`src/rtl/opb_counter_bank.sv`:
```
// opb_counter_bank: N_CH event counters with snapshot, clear, enable mask and sticky
// overflow flags behind a 32-bit OPB slave. Define OPB_COUNTER_BANK_IRQ_EN for IRQ_MASK and irq.
module opb_counter_bank #(
  parameter logic [31:0] C_BASEADDR   = 32'h0000_0000,
  parameter logic [31:0] C_HIGHADDR   = 32'h0000_00FF,
  parameter int          C_OPB_AWIDTH = 32,
  parameter int          C_OPB_DWIDTH = 32,
  parameter string       C_FAMILY     = "virtex6",
  parameter int          N_CH         = 4,
  parameter int          CNT_WIDTH    = 48,
  parameter int          SATURATE     = 0
) (
  input  logic            OPB_Clk,
  input  logic            OPB_Rst,
  input  logic [0:31]     OPB_ABus,
  input  logic [0:3]      OPB_BE,
  input  logic [0:31]     OPB_DBus,
  input  logic            OPB_RNW,
  input  logic            OPB_select,
  input  logic            OPB_seqAddr,
  output logic [0:31]     Sl_DBus,
  output logic            Sl_xferAck,
  output logic            Sl_errAck,
  output logic            Sl_retry,
  output logic            Sl_toutSup,
  input  logic [N_CH-1:0] event_in
`ifdef OPB_COUNTER_BANK_IRQ_EN
  ,
  output logic            irq
`endif
);

  localparam logic [CNT_WIDTH-1:0] CNT_MAX = '1;
  localparam logic [CNT_WIDTH-1:0] CNT_ONE = CNT_WIDTH'(1);

  if (C_OPB_DWIDTH != 32 || C_OPB_AWIDTH != 32) begin : g_bad_bus
    $error("opb_counter_bank (%s): only a 32-bit OPB is supported", C_FAMILY);
  end
  if (N_CH < 1 || N_CH > 16 || CNT_WIDTH < 33 || CNT_WIDTH > 64) begin : g_bad_size
    $error("opb_counter_bank: N_CH must be 1..16 and CNT_WIDTH 33..64");
  end

  // Big-endian OPB vectors map straight onto little-endian values: OPB bit 31 is value bit 0.
  logic [31:0] addr, wdata, offset, high_diff;
  logic [3:0]  be;
  logic [29:0] word;
  logic        below_base, above_high;
  logic        hit, xfer, wr;

  assign addr  = OPB_ABus;
  assign wdata = OPB_DBus;
  assign be    = OPB_BE;

  // Range checks via borrow bits so a zero base address needs no special casing.
  assign {below_base, offset}    = {1'b0, addr} - {1'b0, C_BASEADDR};
  assign {above_high, high_diff} = {1'b0, C_HIGHADDR} - {1'b0, addr};
  assign word = offset[31:2];

  logic ack_q;
  logic [31:0] dbus_q, rdata;

  assign hit  = OPB_select && !below_base && !above_high;
  assign xfer = hit && !ack_q;
  assign wr   = xfer && !OPB_RNW;

  logic [N_CH-1:0] lane_mask;
  for (genvar i = 0; i < N_CH; i++) begin : g_lane
    assign lane_mask[i] = be[i/8];
  end

  logic snap, clr, wr_ovf, wr_en;
  assign snap   = wr && (word == 30'd0) && be[0] && wdata[0];
  assign clr    = wr && (word == 30'd0) && be[0] && wdata[1];
  assign wr_ovf = wr && (word == 30'd1);
  assign wr_en  = wr && (word == 30'd2);

  logic [N_CH-1:0][CNT_WIDTH-1:0] cnt_q, cnt_d, snap_q;
  logic [N_CH-1:0] ovf_q, ovf_d, ovf_set, ovf_w1c, en_q, en_d, inc;

  assign inc = event_in & en_q;

  // NOTE: every variable driven here gets a default first so no path can infer a latch.
  always_comb begin
    cnt_d   = cnt_q;
    ovf_set = '0;
    for (int i = 0; i < N_CH; i++) begin
      if (clr) begin
        cnt_d[i] = '0;
      end else if (inc[i]) begin
        if (cnt_q[i] == CNT_MAX) begin
          ovf_set[i] = 1'b1;
          cnt_d[i]   = (SATURATE != 0) ? CNT_MAX : '0;
        end else begin
          cnt_d[i] = cnt_q[i] + CNT_ONE;
        end
      end
    end
  end

  // A flag being set wins over a software clear in the same cycle.
  assign ovf_w1c = wr_ovf ? (wdata[N_CH-1:0] & lane_mask) : '0;
  assign ovf_d   = (ovf_q & ~ovf_w1c) | ovf_set;
  assign en_d    = wr_en ? ((en_q & ~lane_mask) | (wdata[N_CH-1:0] & lane_mask)) : en_q;

`ifdef OPB_COUNTER_BANK_IRQ_EN
  logic [N_CH-1:0] mask_q;
  logic            irq_q, wr_mask;

  assign wr_mask = wr && (word == 30'd3);
  assign irq     = irq_q;

  always_ff @(posedge OPB_Clk) begin
    if (OPB_Rst) begin
      mask_q <= '0;
      irq_q  <= 1'b0;
    end else begin
      if (wr_mask) mask_q <= (mask_q & ~lane_mask) | (wdata[N_CH-1:0] & lane_mask);
      irq_q <= |(ovf_q & mask_q);
    end
  end
`endif

  always_comb begin
    rdata = '0;
    case (word)
      30'd0: rdata = {8'(N_CH), 8'(CNT_WIDTH), 16'h0000};
      30'd1: rdata = 32'(ovf_q);
      30'd2: rdata = 32'(en_q);
`ifdef OPB_COUNTER_BANK_IRQ_EN
      30'd3: rdata = 32'(mask_q);
`endif
      default: begin
        for (int i = 0; i < N_CH; i++) begin
          if (word == 30'(4 + 2*i)) rdata = 32'(snap_q[i]);
          if (word == 30'(5 + 2*i)) rdata = 32'(snap_q[i] >> 32);
        end
      end
    endcase
  end

  // NOTE: state updates use non-blocking assignments so every register samples pre-edge values.
  always_ff @(posedge OPB_Clk) begin
    if (OPB_Rst) begin
      ack_q  <= 1'b0;
      dbus_q <= '0;
      cnt_q  <= '0;
      // NOTE: snapshots are reset like any register since software may read them before any strobe.
      snap_q <= '0;
      ovf_q  <= '0;
      en_q   <= '1;
    end else begin
      ack_q  <= xfer;
      dbus_q <= (xfer && OPB_RNW) ? rdata : '0;
      cnt_q  <= cnt_d;
      if (snap) snap_q <= cnt_q;
      ovf_q  <= ovf_d;
      en_q   <= en_d;
    end
  end

  assign Sl_DBus    = dbus_q;
  assign Sl_xferAck = ack_q;
  assign Sl_errAck  = 1'b0;
  assign Sl_retry   = 1'b0;
  assign Sl_toutSup = 1'b0;

  logic unused_ok;
  assign unused_ok = ^{OPB_seqAddr, offset[1:0], high_diff, wdata, be};

endmodule

```
`config.mk`:
```
export PLATFORM = sky130hd
export DESIGN_NAME = opb_counter_bank
export DESIGN_NICKNAME = d
export VERILOG_FILES = /design/src/rtl/opb_counter_bank.sv
export SDC_FILE = /design/constraint.sdc
export NUM_CORES = 1
export LEC_CHECK = 0
export BUFFER_PORTS_ARGS = -buffer_cell sky130_fd_sc_hd__clkbuf_2
export CORE_ASPECT_RATIO = 0.6
export CORE_MARGIN = 2
export CORE_UTILIZATION = 45
export DETAILED_ROUTE_END_ITERATION = 10
export SLEW_MARGIN = 0
export SYNTH_ARGS = -nofsm -noshare
export SYNTH_HDL_FRONTEND = slang
export SYNTH_SLANG_ARGS = --single-unit
```
`constraint.sdc`:
```
create_clock -name OPB_Clk -period 5.3 [get_ports OPB_Clk]
set_input_delay 1.06 -clock OPB_Clk [delete_from_list [all_inputs] [get_ports OPB_Clk]]
set_output_delay 1.06 -clock OPB_Clk [all_outputs]
set_load 0.03 [all_outputs]
```
==> metrics, run 1 <==
vias in the first global route=14,500; total number of vias=15,900; largest net degree at the start of global routing=108; P&R area growth vs syn=11.9%; Filler cells=3,835; Die Wd=263 microns; Worst VDD drop=0.000195 V; Fin Hold WS=0.449 ns; Post-synth top cells=464 x nand2_1, 425 x dfxtp_1, 283 x nor2_1; critical path's top delay family=simple AND/OR/NAND/NOR gates; antenna cells=0; fin crit share=67.7%; DRT Wirelength=54,600 microns; first-pass GRT wire length=84,400 microns; Antenna Nets Post-Route=0; share of the synthesized area in the top cell type=46.9%; postcts setup bufs=0; detailed-route DRC error count=0; placed cell count=2,753; async set-reset flop share out of synthesis=0%; cell accounting for the most synthesized area=dfxtp_1; worst slack, placed=1.19 ns; Critical Path Slowest Stage Cell=or4_1; flops & latches, synth=425; WL/cell=19.3 microns; status=completed; cell count after synthesis=2,256; CTS max path bufs=3; Crit Path Class=in -> reg; Hold Path Class=reg -> reg; post-layout util=51.6%; crit path launch=OPB_ABus[27]; max cap viols=0; fin nets=2,354; cts repair resizes=0; Critical Path End=snap_q[178]; flop-to-flop setup slack=1.79 ns; Post-CTS Hold Fix Bufs=0; crit end category=flip-flop; Initial DRC Count=1,727; GRT overflow=0; CP required=5.76 ns; Worst Path Arrival=4.05 ns; skew final=0.0212 ns; most frequent cell after synthesis=nand2_1; Yosys cell types=60; Seq/Total Area, Yosys=46.9%; Post-synth top flop=dfxtp_1; reg2reg path depth=7; CTS buffer count=40; crit path buf inv count=2; Crit Reg-Reg Startpoint=cnt_q[58]; Core ar.=0.0394 sq mm; Port Buffers=75; clock latency on the worst-skew pair=0.56 ns; DR pass1 iterations=5; relative slew slack=9.85%; Final WS setup=1.71 ns; crit start category=primary input; CTS Root Buffer Type=clkbuf_16; mapped cell area=0.0181 sq mm; maximum level of the CTS H-tree=2; std cell rows=56; Slew Viols, Final=0; pwr/cell area=320 mW/mm^2; starting density of the core=46.1%; Sum Neg Setup Slack=0 ns; die area=0.0420 sq mm; post-layout instance count excluding filler cells=2,824; average size of a mapped cell=8.04 sq um; Worst-path clk slew=0.07 ns; post-detail-place hpwl=38,200 microns; main area contributors after synthesis=dfxtp_1 47%, nand2_1 9.6%, a21oi_1 6.8%, nor2_1 5.9%, xor2_1 4.4%; CTS tree=built; number of synthesized flops with an enable pin=0; share of cells above drive strength 1=9.12%; die height=160 microns; routed vias/inst=5.63; IO Pins=113; crit path max fanout=51; Setup violations, final=0; placer congestion estimate=0.869; CP Depth=8; Max Freq=279 MHz; GRT Total Usage=25.5%; initial antenna violation count=2; RSZ-0062 raised after global routing=no; worst-margin pin slew=1.34 ns; Syn. warnings=0; crit-path cells=clkbuf_2, or4_1, or3b_1, nor4_1, and3_4, buf_4, nand2_1, a21oi_1; Worst path max stage delay=0.58 ns; leakage power=6.75 nW; Fin. Hold Viols=0; FF-to-FF End=cnt_q[61]; total clock sinks=425; Final min period=3.59 ns
## placed cells by master (no fill, tap or decap), types with 45 or more instances in the layout
cell type / instances
xnor2_1: 88
nand2_1: 464
clkbuf_2: 74
dfxtp_1: 425
a21oi_1: 247
nand3_1: 76
nand4_1: 74
nor3_1: 45
nor2_1: 283
xor2_1: 91
## registers in the layout, indices dropped and copies added, names as in the netlist, named ones only
register    cells
cnt_q         192
ovf_q           4
snap_q        192
Sl_xferAck      1
Sl_DBus        32
## worst min path at each step
stage                            from          end  slack [ns]  depth (start not counted)
after floorplan           snap_q[178]  snap_q[178]        0.43                          2
after global placement    snap_q[131]  snap_q[131]        0.44                          2
after detailed placement   snap_q[49]   snap_q[49]        0.44                          2
after CTS                  snap_q[49]   snap_q[49]        0.45                          2
after global routing      snap_q[124]  snap_q[124]        0.46                          2
final                      snap_q[61]   snap_q[61]        0.45                          2
## area by class of cell
| type | count | area [sq um] | area share, % |
|---|---|---|---|
| Clock buffer | 58 | 1200 | 5.91 |
| Sequential cell | 425 | 8510 | 41.9 |
| Timing Repair Buffer | 112 | 672 | 3.31 |
| Tap cell | 522 | 653 | 3.22 |
| Multi-Input combinational cell | 1665 | 8960 | 44.1 |
| Inverter | 29 | 109 | 0.536 |
| Clock inverter | 13 | 200 | 0.986 |
## kinds of logic (layout without fill, tap and decap cells)
family	count (synthesis)	count (layout)	share of synthesized area, %
flip-flops	425	425	46.9
buffers and inverters	168	212	3.93
multiplexers	9	9	0.862
AND/OR/NAND/NOR	1089	1089	27.1
adder cells (fa/ha/maj)	4	4	0.276
AO/OA/AOI/OAI	381	381	12.3
other	1	3	0.0207
XOR/XNOR	179	179	8.64
## routing by layer
metal | global-route usage [%] | part of all wire (%) | up-vias
met2 | 34.3 | 39 | 495
li1 | - | - | 7710
met4 | 6.70 | 2.2 | 0
met1 | 40.0 | 51 | 7613
met5 | 0 | 0 | -
met3 | 5.51 | 8.2 | 70
## per-stage QoR
| stage | total power, mW | instance area (sq um) |
|---|---|---|
| after global placement | 3.45 | 18900 |
| after detailed placement | 3.45 | 18900 |
| after floorplan | 3.39 | 18100 |
| final | 6.49 | 20300 |
| after global routing | 6.67 | 20300 |
| after CTS | 6.53 | 20300 |
## worst register-to-register path: stages (launching register included)
cell and delay, ns:
dfxtp_1 0.42, nand4_1 0.24, or3_4 0.43, or4_1 0.65, or3_4 0.48, o21ai_4 0.73
buf_4 0.37, nor2_1 0.08
## power by group
part / leakage [nW] / internal, mW / switching (mW)
Combinational: 2.63 / 0.0469 / 0.132
Sequential: 3.42 / 3.20 / 0.00783
Clock: 0.691 / 1.82 / 1.28
Power figures use the tool's default switching activity.
==> inputs of run 2 (changes only) <==
- clock period: 5.3 -> 3.6 ns (I/O delays scaled with it)
==> metrics, run 2 (synthesis gave the netlist of run 1 again) <==
WL/cell=19.2 microns; crit path buf inv count=3; detailed-route DRC error count=0; fin crit share=81.1%; most frequent cells in the layout=464 x nand2_1, 425 x dfxtp_1, 283 x nor2_1; Initial DRC Count=1,756; std cell rows=56; starting density of the core=46.1%; CTS buffer count=42; share of cells above drive strength 1=10.4%; Crit Path Class=in -> reg; crit start category=primary input; Hold Path Class=reg -> reg; total number of vias=16,000; GRT overflow=0; leakage power=6.93 nW; Worst VDD drop=0.000280 V; skew final=0.0112 ns; status=completed; RSZ-0062 raised after global routing=no; Final min period=2.92 ns; Worst Path Arrival=3.38 ns; commonest non-fill, non-tap cell in the layout=nand2_1; Post-CTS Hold Fix Bufs=0; critical path's top delay family=simple AND/OR/NAND/NOR gates; max cap viols=0; Die Wd=263 microns; post-detail-place hpwl=39,600 microns; CP required=4.07 ns; IO Pins=113; finished layout cell area=0.0206 sq mm; crit path max fanout=60; fin nets=2,384; first-pass GRT wire length=85,000 microns; Antenna Nets Post-Route=0; Filler cells=3,812; cts repair resizes=0; routed vias/inst=5.60; pwr/cell area=460 mW/mm^2; Worst path max stage delay=0.55 ns; clock latency on the worst-skew pair=0.55 ns; Critical Path Slowest Stage Cell=or4_1; postcts setup bufs=0; Fin. Hold Viols=0; vias in the first global route=14,500; Slew Viols, Final=0; initial antenna violation count=4; largest net degree at the start of global routing=203; CTS tree=built; crit end category=flip-flop; Setup violations, final=0; maximum level of the CTS H-tree=2; Worst-path clk slew=0.06 ns; flop-to-flop setup slack=0.69 ns; Fin Hold WS=0.447 ns; die area=0.0420 sq mm; die height=160 microns; DRT Wirelength=54,800 microns; Sum Neg Setup Slack=0 ns; crit-path cells=clkbuf_2, or4_1, or3b_1, nor4_1, and3_4, buf_12, buf_4, nand2_1, a21oi_1; Port Buffers=75; Max Freq=343 MHz; DR pass1 iterations=6; CTS max path bufs=3; P&R area growth vs syn=13.8%; total clock sinks=425; CTS Root Buffer Type=clkbuf_16; worst-margin pin slew=1.30 ns; placer congestion estimate=0.908; GRT Total Usage=25.7%; Post-DP Area=0.0192 sq mm; Core ar.=0.0394 sq mm; relative slew slack=13.0%
## run 2: path summary, 6_finish.rpt
path                      from          end  cells past startpoint
setup / recovery  OPB_ABus[27]  snap_q[137]                      9
hold / removal      snap_q[50]   snap_q[50]                      2
setup reg to reg     cnt_q[10]    cnt_q[47]                      6
hold reg to reg     snap_q[50]   snap_q[50]                      2
## run 2: per-stage QoR
| step | power, mW | std cells | setup WS, ns | utilization (%) |
|---|---|---|---|---|
| floorplan | 4.99 | 2258 | 0.779 | - |
| global placement | 5.09 | 2780 | 0.205 | 48.8 |
| detailed placement | 5.09 | 2780 | 0.198 | 48.8 |
| global route | 9.80 | 2856 | 0.547 | 52.4 |
| CTS | 9.57 | 2855 | 0.731 | 52.4 |
| finish | 9.49 | 2858 | 0.682 | 52.4 |
## run 2: area by class of cell
type	instances	area, sq um	share of cell area, %
flip-flops and latches	425	8510	41.2
inverters	29	109	0.527
repair buffers	140	992	4.81
diodes	2	5.00	0.0242
clock buffers	62	1280	6.19
multi-input cells	1665	8960	43.4
clock inverters	13	135	0.655
well taps	522	653	3.16
## run 2: worst min-delay path, stage by stage, from the launching register on
cell,delay [ns]
dfxtp_1,0.30
nand2_1,0.05
a21oi_1,0.05
## run 2: power breakdown
group	switching (mW)	leakage [nW]	internal [mW]	total, mW
Clock	1.90	0.698	2.61	4.50
Combinational	0.189	2.81	0.0795	0.268
Sequential	0.0112	3.42	4.71	4.72
Total	2.10	6.93	7.40	9.49
## run 2: layer usage
layer / track usage, % / wire (microns) / vias to the layer above
met3: 9.20 / 6300 / 76
met1: 39.1 / 26400 / 7552
li1: - / - / 7776
met4: 5.06 / 946 / 6
met2: 34.2 / 21200 / 584
met5: 0 / 68 / -
